### config.mk
export PLATFORM = sky130hd
export DESIGN_NAME = prog_loader
export DESIGN_NICKNAME = d
export VERILOG_FILES = /design/src/rtl/prog_loader.sv
export SDC_FILE = /design/constraint.sdc
export NUM_CORES = 1
export LEC_CHECK = 0
export ABC_AREA = 1
export BUFFER_PORTS_ARGS = -buffer_cell sky130_fd_sc_hd__buf_4
export CAP_MARGIN = 20
export CORE_MARGIN = 5
export CORE_UTILIZATION = 38
export CTS_CLUSTER_SIZE = 10
export DETAILED_ROUTE_END_ITERATION = 10
export GPL_TIMING_DRIVEN = 0
export PLACE_DENSITY = 0.65
export SETUP_SLACK_MARGIN = 0.2
export SLEW_MARGIN = 20
export SYNTH_ARGS = -nofsm -noshare
export SYNTH_HDL_FRONTEND = slang
export SYNTH_SLANG_ARGS = --single-unit
### constraint.sdc
create_clock -name clk -period 1.9 [get_ports clk]
set_input_delay 0 -clock clk [delete_from_list [all_inputs] [get_ports clk]]
set_output_delay 0 -clock clk [all_outputs]
set_load 0.005 [all_outputs]
### src/rtl/prog_loader.sv
// -----------------------------------------------------------------------------
// prog_loader
//
// Streams instruction words from a word source into the CPU instruction memory
// over the initialize / instruction_initialize_* bus. The CPU is held in reset
// while a program loads. It is released when the word flagged wr_last has been
// written. A start pulse while the CPU runs reloads it.
//
// Optional feature (compile-time macro LOADER_CKSUM_EN):
//   The loader keeps a wrapping DATA_W-bit additive checksum of the accepted
//   words and compares it with cksum_in after the last word. A mismatch keeps
//   the CPU in reset and raises error. Without the macro, cksum_in is ignored
//   and no checksum logic is built.
//
// Parameters:
//   DATA_W       instruction word width
//   ADDR_W       instruction address width
//   DEPTH        maximum words per program (>= 1)
//   ADDR_STRIDE  byte increment between consecutive words
//   HOLD_CYCLES  cycles wr_ready stays low after each accepted word (>= 1)
//
// Ports:
//   clk                             clock, rising edge
//   rst                             asynchronous active-low reset
//   start                           one-cycle pulse, begins a load session
//   base_addr                       address of the first word, sampled on start
//   wr_valid / wr_ready             word handshake with the source
//   wr_data                         instruction word
//   wr_last                         marks the final word of the program
//   cksum_in                        expected checksum (LOADER_CKSUM_EN only)
//   initialize                      high while CPU memory is writable
//   instruction_initialize_data     word to CPU memory
//   instruction_initialize_address  address to CPU memory
//   cpu_rst                         active-high reset to the CPU
//   busy                            session in progress
//   done                            program loaded, CPU released
//   error                           session failed, CPU held
//   word_count                      words written this session
// -----------------------------------------------------------------------------
module prog_loader #(
   parameter  int DATA_W      = 32,
   parameter  int ADDR_W      = 32,
   parameter  int DEPTH       = 16,
   parameter  int ADDR_STRIDE = 4,
   parameter  int HOLD_CYCLES = 2,
   localparam int CNT_W       = $clog2(DEPTH + 1)
) (
   input  logic              clk,
   input  logic              rst,
   input  logic              start,
   input  logic [ADDR_W-1:0] base_addr,
   input  logic              wr_valid,
   output logic              wr_ready,
   input  logic [DATA_W-1:0] wr_data,
   input  logic              wr_last,
   input  logic [DATA_W-1:0] cksum_in,
   output logic              initialize,
   output logic [DATA_W-1:0] instruction_initialize_data,
   output logic [ADDR_W-1:0] instruction_initialize_address,
   output logic              cpu_rst,
   output logic              busy,
   output logic              done,
   output logic              error,
   output logic [CNT_W-1:0]  word_count
);

   localparam int HOLD_W = $clog2(HOLD_CYCLES + 1);

   typedef enum logic [2:0] {
      S_IDLE,
      S_LOAD,
      S_HOLD,
      S_RELEASE,
      S_RUN
   } state_t;

   state_t            state_q;
   logic [ADDR_W-1:0] base_q;
   logic [CNT_W-1:0]  word_count_q;
   logic [HOLD_W-1:0] hold_q;
   logic              last_q;
   logic              wr_ready_q;
   logic              initialize_q;
   logic              cpu_rst_q;
   logic              busy_q;
   logic              done_q;
   logic              error_q;
   logic [DATA_W-1:0] data_q;
   logic [ADDR_W-1:0] addr_q;
   logic [ADDR_W-1:0] addr_d;

`ifdef LOADER_CKSUM_EN
   logic [DATA_W-1:0] cksum_q;
   logic [DATA_W-1:0] cksum_d;

   // Wrapping sum including the word being accepted this cycle.
   always_comb cksum_d = cksum_q + wr_data;
`else
   logic unused_cksum;

   assign unused_cksum = ^cksum_in;
`endif

   // Address of the word being accepted. The product and the sum wrap modulo
   // 2^ADDR_W, so a base near the top of memory wraps to zero.
   always_comb addr_d = base_q + (ADDR_W'(word_count_q) * ADDR_W'(ADDR_STRIDE));

   always_ff @(posedge clk or negedge rst) begin
      if (!rst) begin
         state_q      <= S_IDLE;
         base_q       <= '0;
         word_count_q <= '0;
         hold_q       <= '0;
         last_q       <= 1'b0;
         wr_ready_q   <= 1'b0;
         initialize_q <= 1'b1;
         cpu_rst_q    <= 1'b1;
         busy_q       <= 1'b0;
         done_q       <= 1'b0;
         error_q      <= 1'b0;
         data_q       <= '0;
         addr_q       <= '0;
`ifdef LOADER_CKSUM_EN
         cksum_q      <= '0;
`endif
      end else begin
         case (state_q)
            // A fresh load and a reload of a running CPU both start here.
            // A reload puts the CPU back into reset on the start edge itself.
            S_IDLE, S_RUN: begin
               if (start) begin
                  base_q       <= base_addr;
                  word_count_q <= '0;
                  error_q      <= 1'b0;
                  done_q       <= 1'b0;
                  initialize_q <= 1'b1;
                  cpu_rst_q    <= 1'b1;
                  busy_q       <= 1'b1;
                  wr_ready_q   <= 1'b1;
`ifdef LOADER_CKSUM_EN
                  cksum_q      <= '0;
`endif
                  state_q      <= S_LOAD;
               end
            end

            S_LOAD: begin
               if (wr_valid && wr_ready_q) begin
                  data_q       <= wr_data;
                  addr_q       <= addr_d;
                  word_count_q <= word_count_q + CNT_W'(1);
                  last_q       <= wr_last;
                  hold_q       <= HOLD_W'(HOLD_CYCLES - 1);
                  wr_ready_q   <= 1'b0;
`ifdef LOADER_CKSUM_EN
                  cksum_q      <= cksum_d;
`endif
                  state_q      <= S_HOLD;
               end
            end

            // Keep the word on the bus for HOLD_CYCLES cycles, then decide.
            S_HOLD: begin
               if (hold_q != '0) begin
                  hold_q <= hold_q - HOLD_W'(1);
               end else if (last_q) begin
`ifdef LOADER_CKSUM_EN
                  if (cksum_q == cksum_in) begin
                     state_q <= S_RELEASE;
                  end else begin
                     error_q <= 1'b1;
                     busy_q  <= 1'b0;
                     state_q <= S_IDLE;
                  end
`else
                  state_q <= S_RELEASE;
`endif
               end else if (word_count_q == CNT_W'(DEPTH)) begin
                  // Program filled the memory without a last marker.
                  error_q <= 1'b1;
                  busy_q  <= 1'b0;
                  state_q <= S_IDLE;
               end else begin
                  wr_ready_q <= 1'b1;
                  state_q    <= S_LOAD;
               end
            end

            // initialize and cpu_rst drop on the same edge, so the CPU never
            // runs while its memory is still writable.
            S_RELEASE: begin
               initialize_q <= 1'b0;
               cpu_rst_q    <= 1'b0;
               done_q       <= 1'b1;
               busy_q       <= 1'b0;
               state_q      <= S_RUN;
            end

            default: begin
               state_q <= S_IDLE;
            end
         endcase
      end
   end

   assign wr_ready                       = wr_ready_q;
   assign initialize                     = initialize_q;
   assign instruction_initialize_data    = data_q;
   assign instruction_initialize_address = addr_q;
   assign cpu_rst                        = cpu_rst_q;
   assign busy                           = busy_q;
   assign done                           = done_q;
   assign error                          = error_q;
   assign word_count                     = word_count_q;

endmodule

Yosys cells after proc, flatten, opt, wreduce, memory -nomap -nowiden. Index checks and enable logic that the tools add are counted.

Output and inout bits: 75. Memories kept: 0. Bits in read-only memories: 0. Bits of input ports: 101. RAM bits: 0. Latch bits: 0. Logic and storage cells: 75. Bits in registers: 112.

Multiplexer cells: 29. Magnitude comparators: 0. Divide/modulo/power cells: 0. $mul: 0. Shift-type cells: 0. Bitwise operators: 0. Eq/ne operators: 12. Reduce and logical (&&, ||, !) cells: 19. Add/subtract/negate cells: 3.

Operator list (number): $add A32 B7 Y32 (1); $ne A2 B2 Y1 const B (7); $mux W1 (13); $pmux W3 S4 (1); $mux W5 (2); $pmux W5 S2 (1); $reduce_and A5 Y1 (2); $reduce_bool A2 Y1 (5); $mux W3 (3); $reduce_and A3 Y1 (3); $eq A3 B2 Y1 const B (2); $mux W2 (3); $pmux W1 S2 (3); $pmux W1 S3 (2); $reduce_and A2 Y1 (3); $reduce_and A6 Y1 (1); $reduce_bool A3 Y1 (2); $add A5 B1 Y5 const B (1); $eq A5 B5 Y1 const B (1); $pmux W2 S2 (1); $eq A3 B1 Y1 const B (1); $eq A3 B3 Y1 const B (1); $logic_not A3 Y1 (1); $reduce_or A2 Y1 (1); other kinds (2) (2).

Logic depth before layout (Yosys ltp).
Depth in word-level cells: 5. Mapped depth: 11. Depth with buffers taken out: 11.

Worst setup path before layout. Ideal clock, no wire load.

Kind: reg-to-reg. Start point: reg word_count_q[0] (netlist: word_count[0]). End point: reg addr_q[22] (netlist: instruction_initialize_address[22]). Period minus slack after synthesis: 1872 ps. Data arrival time: 1755 ps. Setup time: 117 ps. Setup slack: 28 ps. Path buffers: 0. Required time: 1783 ps. Stages on the path, launching flop included: 11. Cells stage by stage: dfrtp_1 > ha_1 > fa_1 > nand3_1 > nand3_1 > nand2_1 > nand2_1 > nand3_1 > nand2_1 > nand3_1 > nand2_1.

Cells in the longest elaborated chain, start to end: 1.

Ends and longest elaborated chain: start, declared (RTL line 79) `logic [CNT_W-1:0] word_count_q;`; start signal, assigned (RTL line 151) `word_count_q <= word_count_q + CNT_W'(1);`; $add A32 B7 Y32 (RTL line 106) `always_comb addr_d = base_q + (ADDR_W'(word_count_q) * ADDR_W'(ADDR_STRIDE));`; end signal, assigned (RTL line 150) `addr_q <= addr_d;`; end, declared (RTL line 89) `logic [ADDR_W-1:0] addr_q;`.

No other way between the ends. A chain may end at the register's enable or synchronous reset.

Final worst setup path.
Start point: reg word_count_q[0] (netlist: word_count[0]). End point: reg addr_q[10] (netlist: instruction_initialize_address[10]).

Same word-level chain as after synthesis.

==> flow_metrics.py <==
metrics = {
    "drt": {
        "drt-total-wl_mm": 15.6,
        "firstDrtPassIters": 5,
        "drtIter0Drc": 379,
        "drc": 0,
        "routed-via-count": 5160,
        "via_per_inst": 4.64,
        "wl_per_cell_um": 14.0,
        "antenna_left": 0,
    },
    "worst_hold_path": {
        "hp-class": "input pin to register",
    },
    "placed_design": {
        "preCtsSetupSlack_ns": -0.0193,
        "io_buffers": 143,
        "gp_congestion": 0.886,
        "dp_hpwl_mm": 11.0,
    },
    "cts": {
        "cts_buffer_depth": 2,
        "path_clk_slew_ns": 0.07,
        "cts_made_buffers": 9,
        "cts_tree": "yes",
        "cts_root_buf": "clkbuf_16",
        "clkLatencyLatePin_ns": 0.35,
        "cts_htree_levels": 3,
        "clock-sinks": 112,
    },
    "critical_path": {
        "cp.required_ns": 2.14,
        "end_kind": "register",
        "cp_max_fo": 7,
        "cp.arrival_ns": 1.97,
        "crit_type": "register to register",
        "worst_setup_path_start_kind": "register",
    },
    "final_layout": {
        "drive_gt1_share_pct": 25.8,
        "area_growth_syn_to_layout_pct": 49.2,
        "most-common-layout-cells": "314 x nand2_1, 164 x buf_4, 106 x dfrtp_1, 67 x dlygate4sd3_1, 48 x nor2_1",
        "layout_commonest_cell": "nand2_1",
        "fin_nets": 1038,
        "n_antenna_cell": 0,
    },
    "floorplan": {
        "rows": 43,
        "die_width_um": 129,
        "initial_core_util_pct": 38.7,
        "ios": 176,
        "die_h_um": 129,
        "dieArea_um2": 16600,
        "core_area_um2": 13800,
    },
    "sta": {
        "worst_clock_skew_ns": 0.00775,
        "fin_crit_sh_pct": 90.7,
        "slew_viol_final": 0,
        "period_needed_ns": 1.72,
        "worst_hold_slack_ns": 0.0505,
        "slew_headroom_pct": 59.8,
        "fmax_ghz": 0.581,
        "fin_ws_ns": 0.178,
        "rsz0062_at_grt": "true",
        "tightest_slew_ns": 0.602,
        "finalHoldViolCount": 0,
        "finalSetupViolCount": 0,
    },
    "global_route": {
        "first_global_vias": 5090,
        "track_usage_pct": 19.2,
        "grt_max_degree": 60,
        "grt_pass1_wl_mm": 25.4,
        "antenna_found_initial": 0,
        "overflow": 0,
    },
    "synth": {
        "synth_warnings": 0,
        "seq_area_frac_synth_pct": 52.4,
        "ys_ff_latch": 112,
        "syn_area_um2": 5350,
        "synth.distinct_cells": 29,
        "synthCells": 690,
        "syn-num-nets": 800,
        "synth.avg_cell_area_um2": 7.76,
    },
    "outcome": {
        "status": "completed",
    },
    "pwr": {
        "power_frac_comb_pct": 42.4,
        "seqPwrFrac_pct": 39.8,
        "ir_drop_mv": 0.604,
        "power.leakage_nw": 4.15,
        "p_switching_mw": 4.08,
        "p_int_mw": 6.76,
        "total_power_mw": 10.8,
        "switching_share_pct": 37.6,
        "power_frac_clock_pct": 17.8,
        "power.density_nw_per_um2": 1360,
    },
    "run": {
        "max_cap_viol_count": 0,
    },
}
synthesized netlist by cell type:
master	instances	share of area (%)
and2_1	2	0.23
ha_1	8	1.9
fa_1	1	0.37
inv_2	3	0.21
nand2_1	326	23
clkbuf_1	6	0.42
nor3_4	1	0.30
a31oi_1	5	0.58
o21ai_0	35	3.3
nand3b_1	3	0.42
a21oi_1	6	0.56
dfrtp_1	111	52
xnor2_1	7	1.1
a31o_2	1	0.16
or2_0	1	0.12
nor2_1	50	3.5
o22ai_1	1	0.12
buf_2	7	0.65
buf_4	6	0.84
nand3_2	1	0.19
o31ai_1	1	0.14
inv_1	46	3.2
dfstp_2	1	0.49
nand4_1	8	0.93
nor2_2	1	0.12
xor2_1	2	0.33
nand3_1	46	4.3
buf_6	3	0.63
nand2_2	1	0.12
path summary, 6_finish.rpt:
check,start,endpoint,slack (ns),cells after the start
max,word_count[0],instruction_initialize_address[10],0.18,8
min,start,base_q[5],0.05,4
max reg2reg,word_count[0],instruction_initialize_address[10],0.18,8
min reg2reg,instruction_initialize_data[2],instruction_initialize_data[2],0.47,2
max in group asynchronous,rst,cpu_rst,1.05,3
min in group asynchronous,rst,instruction_initialize_data[5],0.16,2
metal layers:
layer  part of all wire [%]  wire length, µm  vias to the layer above  track usage [%]
met2                     46             7210                      146             30.5
met1                     46             7130                     2354             26.8
met5                      0                0                        -                0
li1                       -                -                     2641                -
met4                    2.2              347                        0             7.04
met3                    5.8              899                       19             2.82
worst max-delay path: stages (launching register included):
cell and delay (ns):
dfrtp_2 0.43, ha_4 0.17, fa_2 0.38, nand3_2 0.11, nand3_4 0.08, nand2_2 0.08
nand2_4 0.10, xnor2_2 0.17, o21ai_1 0.09
through the flow:
stage          std cells  cell area [µm²]  setup TNS (ns)  util [%]
4_1_cts             1103             7830               0      56.6
6_report            1113             7990               0      57.8
2_1_floorplan        690             5380               0         -
3_5_place_dp        1014             6710         -0.0263      48.5
5_1_grt             1113             7990               0      57.8
3_3_place_gp        1013             6680               0      48.3
registers in the layout, indices dropped and copies added (netlist names):
signal / count
state_q: 3
error: 1
instruction_initialize_address: 32
wr_ready: 1
word_count: 5
cpu_rst: 1
instruction_initialize_data: 32
done: 1
busy: 1
base_q: 32
hold_q: 2
last_q: 1
kinds of logic (layout without fill, tap and decap cells):
| family | Yosys count | in the layout | synth area share (%) |
|---|---|---|---|
| flip-flops | 112 | 112 | 52.4 |
| buffers and inverters | 71 | 314 | 5.98 |
| XOR/XNOR | 9 | 9 | 1.47 |
| AND/OR/NAND/NOR | 440 | 440 | 33.1 |
| AO/OA/AOI/OAI | 49 | 49 | 4.84 |
| adder cells (fa/ha/maj) | 9 | 9 | 2.24 |
power groups by stage:
stage,Combinational [mW],Sequential [mW],Clock (mW)
after floorplan,2.26,4.21,0
after global placement,4.13,4.30,0
after detailed placement,4.19,4.33,0
after CTS,4.44,4.31,1.96
after global routing,5.22,4.46,2.08
final,4.60,4.31,1.93
repair_timing:
item	4_1_cts	5_1_grt
buffers inserted	6	10
setup endpoints to repair	27	89
resized for setup	24	28
pin swaps	2	5
cloned	0	0
hold buffers	67	0
hold endpoints to repair	119	0
area by class of cell:
type / count / area [µm²]
fill: 1267 / 5840
sequential: 112 / 2810
multi-input combinational: 507 / 2430
timing repair buffer: 227 / 1900
clock buffer: 11 / 243
tap: 180 / 225
inverter: 49 / 184
buffer: 22 / 145
clock inverter: 5 / 56.3
No activity file was read; power rests on OpenSTA's default activity.
